**src/rtl/proc_boot_ctrl_pkg.sv**
```systemverilog
// rtl/proc_boot_ctrl_pkg.sv - boot sequencer types, constants and helpers
package proc_boot_ctrl_pkg;

  // Instruction word width the loader assembles; the packer assumes 4 bytes per word.
  localparam int IMEM_WIDTH_DEF  = 32;
  localparam int BOOT_WORD_BYTES = 4;

  typedef enum logic [1:0] {
    BOOT_IDLE = 2'd0,
    BOOT_LOAD = 2'd1,
    BOOT_RUN  = 2'd2,
    BOOT_STOP = 2'd3
  } boot_state_t;

  // Cycle counter increment that sticks at all-ones instead of wrapping.
  function automatic logic [31:0] sat_inc32(input logic [31:0] v);
    return (v == 32'hFFFF_FFFF) ? v : v + 32'd1;
  endfunction

endpackage

```
**src/rtl/proc_boot_ctrl_byte_packer.sv**
```systemverilog
// rtl/proc_boot_ctrl_byte_packer.sv - big-endian byte-to-word assembler
module byte_packer
  import proc_boot_ctrl_pkg::*;
#(
  parameter int WORD_W = IMEM_WIDTH_DEF
) (
  input  logic              clk,
  input  logic              rst_n,
  input  logic              clr,
  input  logic              in_valid,
  input  logic [7:0]        in_data,
  output logic              word_valid,
  output logic [WORD_W-1:0] word_data
);

  localparam int CNT_W = $clog2(BOOT_WORD_BYTES);
  localparam logic [CNT_W-1:0] LAST_BYTE = CNT_W'(BOOT_WORD_BYTES - 1);

  logic [CNT_W-1:0]  byte_cnt_q, byte_cnt_d;
  logic [WORD_W-9:0] shift_q, shift_d;

  // The word completes on the last byte itself, so the strobe is combinational
  // and the caller registers it; earlier bytes sit in shift_q MSB-first.
  assign word_valid = in_valid && !clr && (byte_cnt_q == LAST_BYTE);
  assign word_data  = {shift_q, in_data};

  // Byte counter wraps naturally after the last byte; clear discards a partial word.
  always_comb begin
    byte_cnt_d = byte_cnt_q;
    shift_d    = shift_q;
    if (clr) begin
      byte_cnt_d = '0;
      shift_d    = '0;
    end else if (in_valid) begin
      byte_cnt_d = byte_cnt_q + 1'b1;
      shift_d    = {shift_q[WORD_W-17:0], in_data};
    end
  end

  // Packer state registers.
  always_ff @(posedge clk or negedge rst_n) begin
    if (!rst_n) begin
      byte_cnt_q <= '0;
      shift_q    <= '0;
    end else begin
      byte_cnt_q <= byte_cnt_d;
      shift_q    <= shift_d;
    end
  end

endmodule

```
**src/rtl/proc_boot_ctrl.sv**
```systemverilog
// rtl/proc_boot_ctrl.sv - processor reset and instruction-memory load sequencer
module proc_boot_ctrl
  import proc_boot_ctrl_pkg::*;
#(
  parameter int IMEM_WIDTH  = IMEM_WIDTH_DEF,
  parameter int IMEM_ADDR_W = 14
) (
  input  logic                   clk,
  input  logic                   rst_n,
  input  logic [7:0]             rx_data,
  input  logic                   rx_valid,
  input  logic                   load_start,
  input  logic [IMEM_ADDR_W:0]   load_len,
  input  logic                   abort,
  input  logic                   halt_i,
  input  logic                   err_i,
  output logic                   proc_rst_n,
  output logic                   imem_we,
  output logic [IMEM_ADDR_W-1:0] imem_waddr,
  output logic [IMEM_WIDTH-1:0]  imem_wdata,
  output logic [1:0]             state_o,
  output logic                   load_done,
  output logic                   halted,
  output logic                   errored,
  output logic [31:0]            run_cycles
);

  localparam logic [IMEM_ADDR_W:0] MAX_LEN = {1'b1, {IMEM_ADDR_W{1'b0}}};

  boot_state_t             state_q, state_d;
  logic [IMEM_ADDR_W:0]    len_q, len_d;
  logic [IMEM_ADDR_W:0]    word_cnt_q, word_cnt_d;
  logic [31:0]             run_cycles_q, run_cycles_d;
  logic                    halted_q, halted_d;
  logic                    errored_q, errored_d;
  logic                    proc_rst_n_q, proc_rst_n_d;
  logic                    imem_we_q, imem_we_d;
  logic [IMEM_ADDR_W-1:0]  imem_waddr_q, imem_waddr_d;
  logic [IMEM_WIDTH-1:0]   imem_wdata_q, imem_wdata_d;
  logic                    load_done_q, load_done_d;

  logic                    start_accept;
  logic                    load_busy;
  logic                    pack_clr;
  logic                    pack_in_valid;
  logic                    word_valid;
  logic [IMEM_WIDTH-1:0]   word_data;

  // Once the last word has been issued, LOAD spends one more cycle letting the
  // write commit; bytes arriving then must not start another word.
  assign start_accept  = load_start && !abort &&
                         ((state_q == BOOT_IDLE) || (state_q == BOOT_STOP));
  assign load_busy     = (state_q == BOOT_LOAD) && (word_cnt_q != len_q);
  assign pack_clr      = abort || start_accept;
  assign pack_in_valid = rx_valid && load_busy && !abort;

  byte_packer #(.WORD_W(IMEM_WIDTH)) u_packer (
    .clk        (clk),
    .rst_n      (rst_n),
    .clr        (pack_clr),
    .in_valid   (pack_in_valid),
    .in_data    (rx_data),
    .word_valid (word_valid),
    .word_data  (word_data)
  );

  // Next-state and output logic: abort beats load_start beats stream/halt activity.
  always_comb begin
    state_d      = state_q;
    len_d        = len_q;
    word_cnt_d   = word_cnt_q;
    run_cycles_d = run_cycles_q;
    halted_d     = halted_q;
    errored_d    = errored_q;
    imem_we_d    = 1'b0;
    imem_waddr_d = imem_waddr_q;
    imem_wdata_d = imem_wdata_q;

    if (abort) begin
      state_d    = BOOT_IDLE;
      word_cnt_d = '0;
    end else if (start_accept) begin
      len_d        = (load_len > MAX_LEN) ? MAX_LEN : load_len;
      word_cnt_d   = '0;
      run_cycles_d = '0;
      halted_d     = 1'b0;
      errored_d    = 1'b0;
      state_d      = (load_len == '0) ? BOOT_RUN : BOOT_LOAD;
    end else begin
      case (state_q)
        BOOT_LOAD: begin
          if (!load_busy) begin
            state_d = BOOT_RUN;
          end else if (word_valid) begin
            imem_we_d    = 1'b1;
            imem_waddr_d = word_cnt_q[IMEM_ADDR_W-1:0];
            imem_wdata_d = word_data;
            word_cnt_d   = word_cnt_q + 1'b1;
          end
        end
        BOOT_RUN: begin
          run_cycles_d = sat_inc32(run_cycles_q);
          if (halt_i || err_i) begin
            state_d   = BOOT_STOP;
            halted_d  = halted_q | halt_i;
            errored_d = errored_q | err_i;
          end
        end
        default: begin
        end
      endcase
    end

    proc_rst_n_d = (state_d == BOOT_RUN) || (state_d == BOOT_STOP);
    load_done_d  = (state_d == BOOT_RUN) && (state_q != BOOT_RUN);
  end

  // All state and outputs are registered; reset holds the core in reset at once.
  always_ff @(posedge clk or negedge rst_n) begin
    if (!rst_n) begin
      state_q      <= BOOT_IDLE;
      len_q        <= '0;
      word_cnt_q   <= '0;
      run_cycles_q <= '0;
      halted_q     <= 1'b0;
      errored_q    <= 1'b0;
      proc_rst_n_q <= 1'b0;
      imem_we_q    <= 1'b0;
      imem_waddr_q <= '0;
      imem_wdata_q <= '0;
      load_done_q  <= 1'b0;
    end else begin
      state_q      <= state_d;
      len_q        <= len_d;
      word_cnt_q   <= word_cnt_d;
      run_cycles_q <= run_cycles_d;
      halted_q     <= halted_d;
      errored_q    <= errored_d;
      proc_rst_n_q <= proc_rst_n_d;
      imem_we_q    <= imem_we_d;
      imem_waddr_q <= imem_waddr_d;
      imem_wdata_q <= imem_wdata_d;
      load_done_q  <= load_done_d;
    end
  end

  assign state_o    = state_q;
  assign proc_rst_n = proc_rst_n_q;
  assign imem_we    = imem_we_q;
  assign imem_waddr = imem_waddr_q;
  assign imem_wdata = imem_wdata_q;
  assign load_done  = load_done_q;
  assign halted     = halted_q;
  assign errored    = errored_q;
  assign run_cycles = run_cycles_q;

endmodule
```
**config.mk**
```make
export PLATFORM = sky130hd
export DESIGN_NAME = proc_boot_ctrl
export DESIGN_NICKNAME = d
export VERILOG_FILES = /design/src/rtl/proc_boot_ctrl_pkg.sv /design/src/rtl/proc_boot_ctrl_byte_packer.sv /design/src/rtl/proc_boot_ctrl.sv
export SDC_FILE = /design/constraint.sdc
export NUM_CORES = 1
export LEC_CHECK = 0
export CAP_MARGIN = 40
export CORE_ASPECT_RATIO = 0.5
export CORE_MARGIN = 2
export CORE_UTILIZATION = 40
export DETAILED_ROUTE_END_ITERATION = 8
export PLACE_DENSITY_LB_ADDON = 0.2
export SETUP_SLACK_MARGIN = 0.15
export SLEW_MARGIN = 20
export SYNTH_ARGS = -nofsm -noshare
export SYNTH_HDL_FRONTEND = slang
export SYNTH_SLANG_ARGS = --single-unit
```
**constraint.sdc**
```tcl
create_clock -name clk -period 6.73 [get_ports clk]
set_clock_uncertainty 0.1 [all_clocks]
set_input_delay 1.346 -clock clk [delete_from_list [all_inputs] [get_ports clk]]
set_output_delay 1.346 -clock clk [all_outputs]
set_load 0.01 [all_outputs]
```
### Yosys cells after proc, flatten, opt, wreduce, memory -nomap -nowiden

Cells that the tools add are included.

* flip-flop bits (word level): 141
* bits of input ports: 30
* output and inout bits: 85
* word-level logic and storage cells: 88

* $add $sub $neg: 3
* order comparisons: 1
* eq/ne operators: 10
* multiplexer cells: 30
* bitwise logic cells: 4
* reduce and logical (&&, ||, !) cells: 27

Operators with widths (number)
* 32-bit two-way mux: 3
* 15-bit two-way mux: 6
* 24-bit two-way mux: 2
* 32-bit by 1-bit adder with 32-bit output, second input constant: 1
* 32-bit equality test, second input constant: 1
* 15-bit by 1-bit adder with 15-bit output, second input constant: 1
* 15-bit > comparator, second input constant: 1
* 15-bit logical NOT: 1
* 15-bit inequality test: 1
* 2-bit two-way mux: 7
* 1-bit two-way mux: 11
* 2-bit equality test, second input constant: 5
* 3-bit AND reduction: 3
* 3-bit nonzero test: 3
* 1-bit logical AND: 8
* 2-bit nonzero test: 3
* 5-bit AND reduction: 1
* 1-bit logical OR: 4
* 2-bit inequality test, second input constant: 2
* 2-bit case mux with 2 select lines: 1
* 2-bit by 1-bit adder with 2-bit output, second input constant: 1
* 2-bit by 1-bit equality test with 1-bit output, second input constant: 1
* 1-bit logical NOT: 2
* 2-bit logical NOT: 1
* 3 further kinds: 5

### Depth between registers and ports, before layout

* word-level depth: 12
* mapped depth: 9
* mapped depth without buffers: 7

### Hierarchy

Synthesis repeated with hierarchy kept, for this count alone.

* cell total of the unflattened synthesis: 581
* area total of the unflattened synthesis: 6603.8 µm²

By module, submodules not included
* proc_boot_ctrl: instances 1, cells each 486, area each 5447.7 µm², sequential area each 2877.8 µm²
* byte_packer: instances 1, cells each 95, area each 1156.1 µm², sequential area each 650.6 µm²

### Least setup slack after synthesis

OpenSTA, ideal clock, no wires.

* path kind: input -> register
* from: in load_start
* to: reg word_cnt_q[13]
* setup time: 0.078 ns
* arrival time: 2.565 ns
* data required time: 6.552 ns
* slack: 3.987 ns
* stages on the path: 5
* buffers on the path: 0
* path through: a21o_1 -> nor4_1 -> inv_1 -> or4_1 -> a21oi_1

* longest elaborated chain between the ends: 8
* elaborated cells on any way between the ends: 12
* those cells by class: mux: 2; reduce/logical: 10

Ends and longest elaborated chain
* from (decl): line proc_boot_ctrl.sv:12 `input logic load_start,`
* 1-bit logical AND (*) (2 in series): line proc_boot_ctrl.sv:51 `assign start_accept = load_start && !abort &&`
* 1-bit logical OR: line proc_boot_ctrl.sv:54 `assign pack_clr = abort || start_accept;`
* 1-bit logical NOT: line proc_boot_ctrl_byte_packer.sv:24 `assign word_valid = in_valid && !clr && (byte_cnt_q == LAST_BYTE);`
* 1-bit logical AND (2 in series): line proc_boot_ctrl_byte_packer.sv:24
* 3-bit nonzero test (no source line)
* 3-bit AND reduction (no source line)
* to (signal assigned): line proc_boot_ctrl.sv:135 `word_cnt_q <= word_cnt_d;`
* to (decl): line proc_boot_ctrl.sv:32 `logic [IMEM_ADDR_W:0] word_cnt_q, word_cnt_d;`

Mark *: on every way between the ends. The rest lies on a longest branch, timed or not.
A chain may end at the register's enable or synchronous reset.

### Final worst setup path

* from: in abort
* to: reg run_cycles_q[19], in the netlist run_cycles[19]

* longest elaborated chain between the ends: 5
* elaborated cells on any way between the ends: 8
* those cells by class: eq/ne: 1; mux: 1; bitwise: 1; reduce/logical: 5

Ends and longest elaborated chain
* from (decl): line proc_boot_ctrl.sv:14 `input logic abort,`
* 1-bit logical NOT: line proc_boot_ctrl.sv:51
* 1-bit logical AND (2 in series): line proc_boot_ctrl.sv:51
* 2-bit inequality test (no source line) or 2-bit nonzero test (tied branches)
* 3-bit AND reduction (no source line)
* to (signal assigned): line proc_boot_ctrl.sv:136 `run_cycles_q <= run_cycles_d;`
* to (decl): line proc_boot_ctrl.sv:33 `logic [31:0] run_cycles_q, run_cycles_d;`

Several ways; a longest one is shown, not always the timed one.

==> run_results.csv <==
group,metric,value,unit
global_route,grt_max_degree,67,
place,placed_cells_incl_taps,915,
synthesis,syn_area,6590,um2
worst_setup_path,crit_start,"abort",
finish,drive_gt1_share,15.1,%
power,power_density,227,nW/um2
worst_setup_path,cp_max_fo,24,
global_route,grt_pass1_wl,25300,um
worst_setup_path,cp_num_buf_inv,1,
route,vias,5103,
worst_setup_path,cp.arrival,4.12,ns
die,io_pins,115,
die,core,16300,um2
global_route,antenna_found_initial,1,
flow_run,drv_cap,0,
synthesis,yosysTopAreaCellShare,53.5,%
finish,final_util,52.7,%
place,dp_hpwl,10400,um
timing,rsz0062_at_grt,"false",
synthesis,yosysMostFrequentCell,"dfrtp_1",
worst_setup_path,setup.worst_path.class,"primary input to flip-flop",
worst_setup_path,crit_required,6.91,ns
place,numPortBuffers,114,
timing,worst_pin_slew,0.842,ns
synthesis,syn_avg_cell_area,11.1,um2
timing,relSlewSlack,43.7,%
die,start_util,40.5,%
finish,diodes,0,
die,die_area,17600,um2
worst_setup_path,slowest_stage,"nor3_4",
route,routed_wirelength,15300,um
worst_setup_path,reg2reg_from,"state_o[0]",
worst_setup_path,critPathMaxStageDelay,0.70,ns
timing,finalHoldViolCount,0,
route,drt_iter0_drc,305,
timing,setup_tns,0,ns
timing,setup_ws,2.79,ns
global_route,grt_pass1_vias,4991,
finish,syn2layout_area_growth,30.2,%
global_route,grt_util_all_layers,18.4,%
synthesis,synthCells,596,
synthesis,ys_types,50,
finish,nets,745,
synthesis,ys_seq_elements,141,
worst_setup_path,crit_chain,"clkdlybuf4s50_1 -> nand3b_1 -> nand4_1 -> nor3_4 -> or3_1 -> a21oi_2",
place,finalWeightedCongestion,0.789,
synthesis,synthArstFlopShare,100,%
cts,ctsLongestPathBuffers,2,
global_route,grt-ovfl-total,0,
synthesis,synth_top_area_cell,"dfrtp_1",
cts,cts_tree,"done",
die,die_x,186,um
timing,drv_slew,0,
timing,setup_viol,0,
cts,clkLatencyLatePin,0.41,ns
synthesis,yosysSeqAreaShare,53.5,%
die,rows,33,
cts,clkTransAtPathRegs,0.07,ns
timing,fin_crit,3.94,ns
cts,postCtsSetupRepairBufs,0,
route,drt_pass1_iterations,4,
cts,htree_levels,4,
worst_setup_path,crit_path_end_kind,"flip-flop",
outcome,outcome,"finished, final reports clean",
timing,min_period_over_period,58.5,%
cts,cts_resized,0,
synthesis,synth-edff-count,0,
finish,instances_no_fill,949,
power,vdd_drop_max,184,uV
die,dieHeight,94.8,um
worst_hold_path,hold_start,"u_packer.shift_q[3]",
cts,cts_root_buffer,"clkbuf_16",
power,leakagePower,0.00369,uW
synthesis,ys_warn_count,0,
cts,cts_buffers,17,
synthesis,synthTopCellsByArea,"dfrtp_1 (54%), mux2_2 (7.9%), mux2i_1 (3.9%)",
synthesis,synth_fp_nets,632,
route,antenna_left,0,
worst_hold_path,min_path_type,"flip-flop to flip-flop",
synthesis,synth_common_cells,"dfrtp_1 (141), nand2_1 (59), mux2_2 (46)",
worst_setup_path,start_kind,"primary input",
cts,cts_hold_buf,0,
timing,timing.fmax,0.254,GHz
route,routedWlPerCell,16.1,um
place,pre_cts_ws,2.37,ns
worst_setup_path,critPathTopFamily,"simple AND/OR/NAND/NOR gates",
route,drc,0,
route,via_per_inst,5.38,
cts,cts_sinks,141,
synthesis,yosys_most_used_dff,"dfrtp_1",
-- flip-flops by register name, indices dropped and copies added (netlist names), 2 cells and up --
| name | flops |
|---|---|
| u_packer.shift_q | 24 |
| word_cnt_q | 15 |
| run_cycles | 32 |
| imem_wdata | 32 |
| len_q | 15 |
| u_packer.byte_cnt_q | 2 |
| state_o | 2 |
| imem_waddr | 14 |
-- per-stage QoR --
stage	power, uW	hold slack (ns)	cell area, um2
after global routing	2030	0.401	8580
after floorplan	986	0.359	6590
after detailed placement	1070	0.391	8000
after global placement	1060	0.382	7930
final	1950	0.396	8580
after CTS	1970	0.397	8560
-- placed cells by master (no fill, tap or decap), types with 3 or more instances in the layout --
cell	count
o31ai_1	8
and4_1	4
inv_8	3
a21oi_1	37
a22o_1	12
inv_1	9
o21ai_1	14
ha_1	6
clkinv_4	4
dfrtp_1	141
nor3_1	4
inv_6	4
buf_4	4
nor2b_1	3
o21ai_0	25
mux2i_1	26
nor2_1	13
clkinvlp_4	3
clkbuf_16	17
buf_6	3
nor4_1	8
clkdlybuf4s50_1	113
or4_1	8
and2_1	3
mux2_2	46
nand3_1	22
xor2_1	16
or3_1	31
a21oi_2	9
and3_1	9
nand2_1	59
nand3b_1	3
nand4_1	25
-- cell type report --
class	instances	area, um2
sequential	141	3530
inverter	9	33.8
multi-input combinational	417	2910
fill	1455	7690
clock inverter	14	126
tap	227	284
clock buffer	18	439
timing repair buffer	123	1260
-- cells by family after synthesis --
| logic type | after synthesis | synth area share (%) |
|---|---|---|
| xor gates and xnor gates | 17 | 2.26 |
| adders and majority gates | 6 | 1.14 |
| DFF | 141 | 53.5 |
| buffers and inverters | 38 | 2.62 |
| muxes | 72 | 11.8 |
| AOI/OAI and AO/OA | 118 | 11.3 |
| and+or+nand+nor | 204 | 17.3 |
-- final timing paths --
kind | end | slack (ns) | cells past startpoint
min in group asynchronous | imem_wdata[1] | 0.69 | 1
worst min-delay path | imem_wdata[11] | 0.40 | 1
worst min register to register | imem_wdata[11] | 0.40 | 1
worst max register to register | run_cycles[19] | 3.42 | 7
worst max-delay path | run_cycles[19] | 2.79 | 6
max in group asynchronous | imem_wdata[6] | 4.92 | 2
-- per-layer routing --
metal / vias to the layer above / GRT usage [%] / share of wire (%)
li1: 2432 / - / -
met1: 2557 / 24.7 / 48
met2: 96 / 30.1 / 47
met3: 16 / 4.20 / 4.9
met4: 2 / 5.12 / 0.83
met5: - / 0 / 0.085
-- power by group --
| part | switching, uW | internal [uW] | leakage (uW) |
|---|---|---|---|
| Clock | 400 | 495 | 0.000270 |
| Sequential | 24.4 | 869 | 0.00195 |
| Combinational | 90.0 | 69.5 | 0.00147 |
| Total | 515 | 1430 | 0.00369 |
-- worst reg2reg max path, delay by kind of cell, from the launching register on --
family / cells / cell delay, ns
AND/OR/NAND/NOR: 4 / 2.05
flip-flops: 1 / 0.45
adder cells (fa/ha/maj): 1 / 0.44
buffers and inverters: 1 / 0.09
AO/OA/AOI/OAI: 1 / 0.05
(Power assumes the default switching activity.)
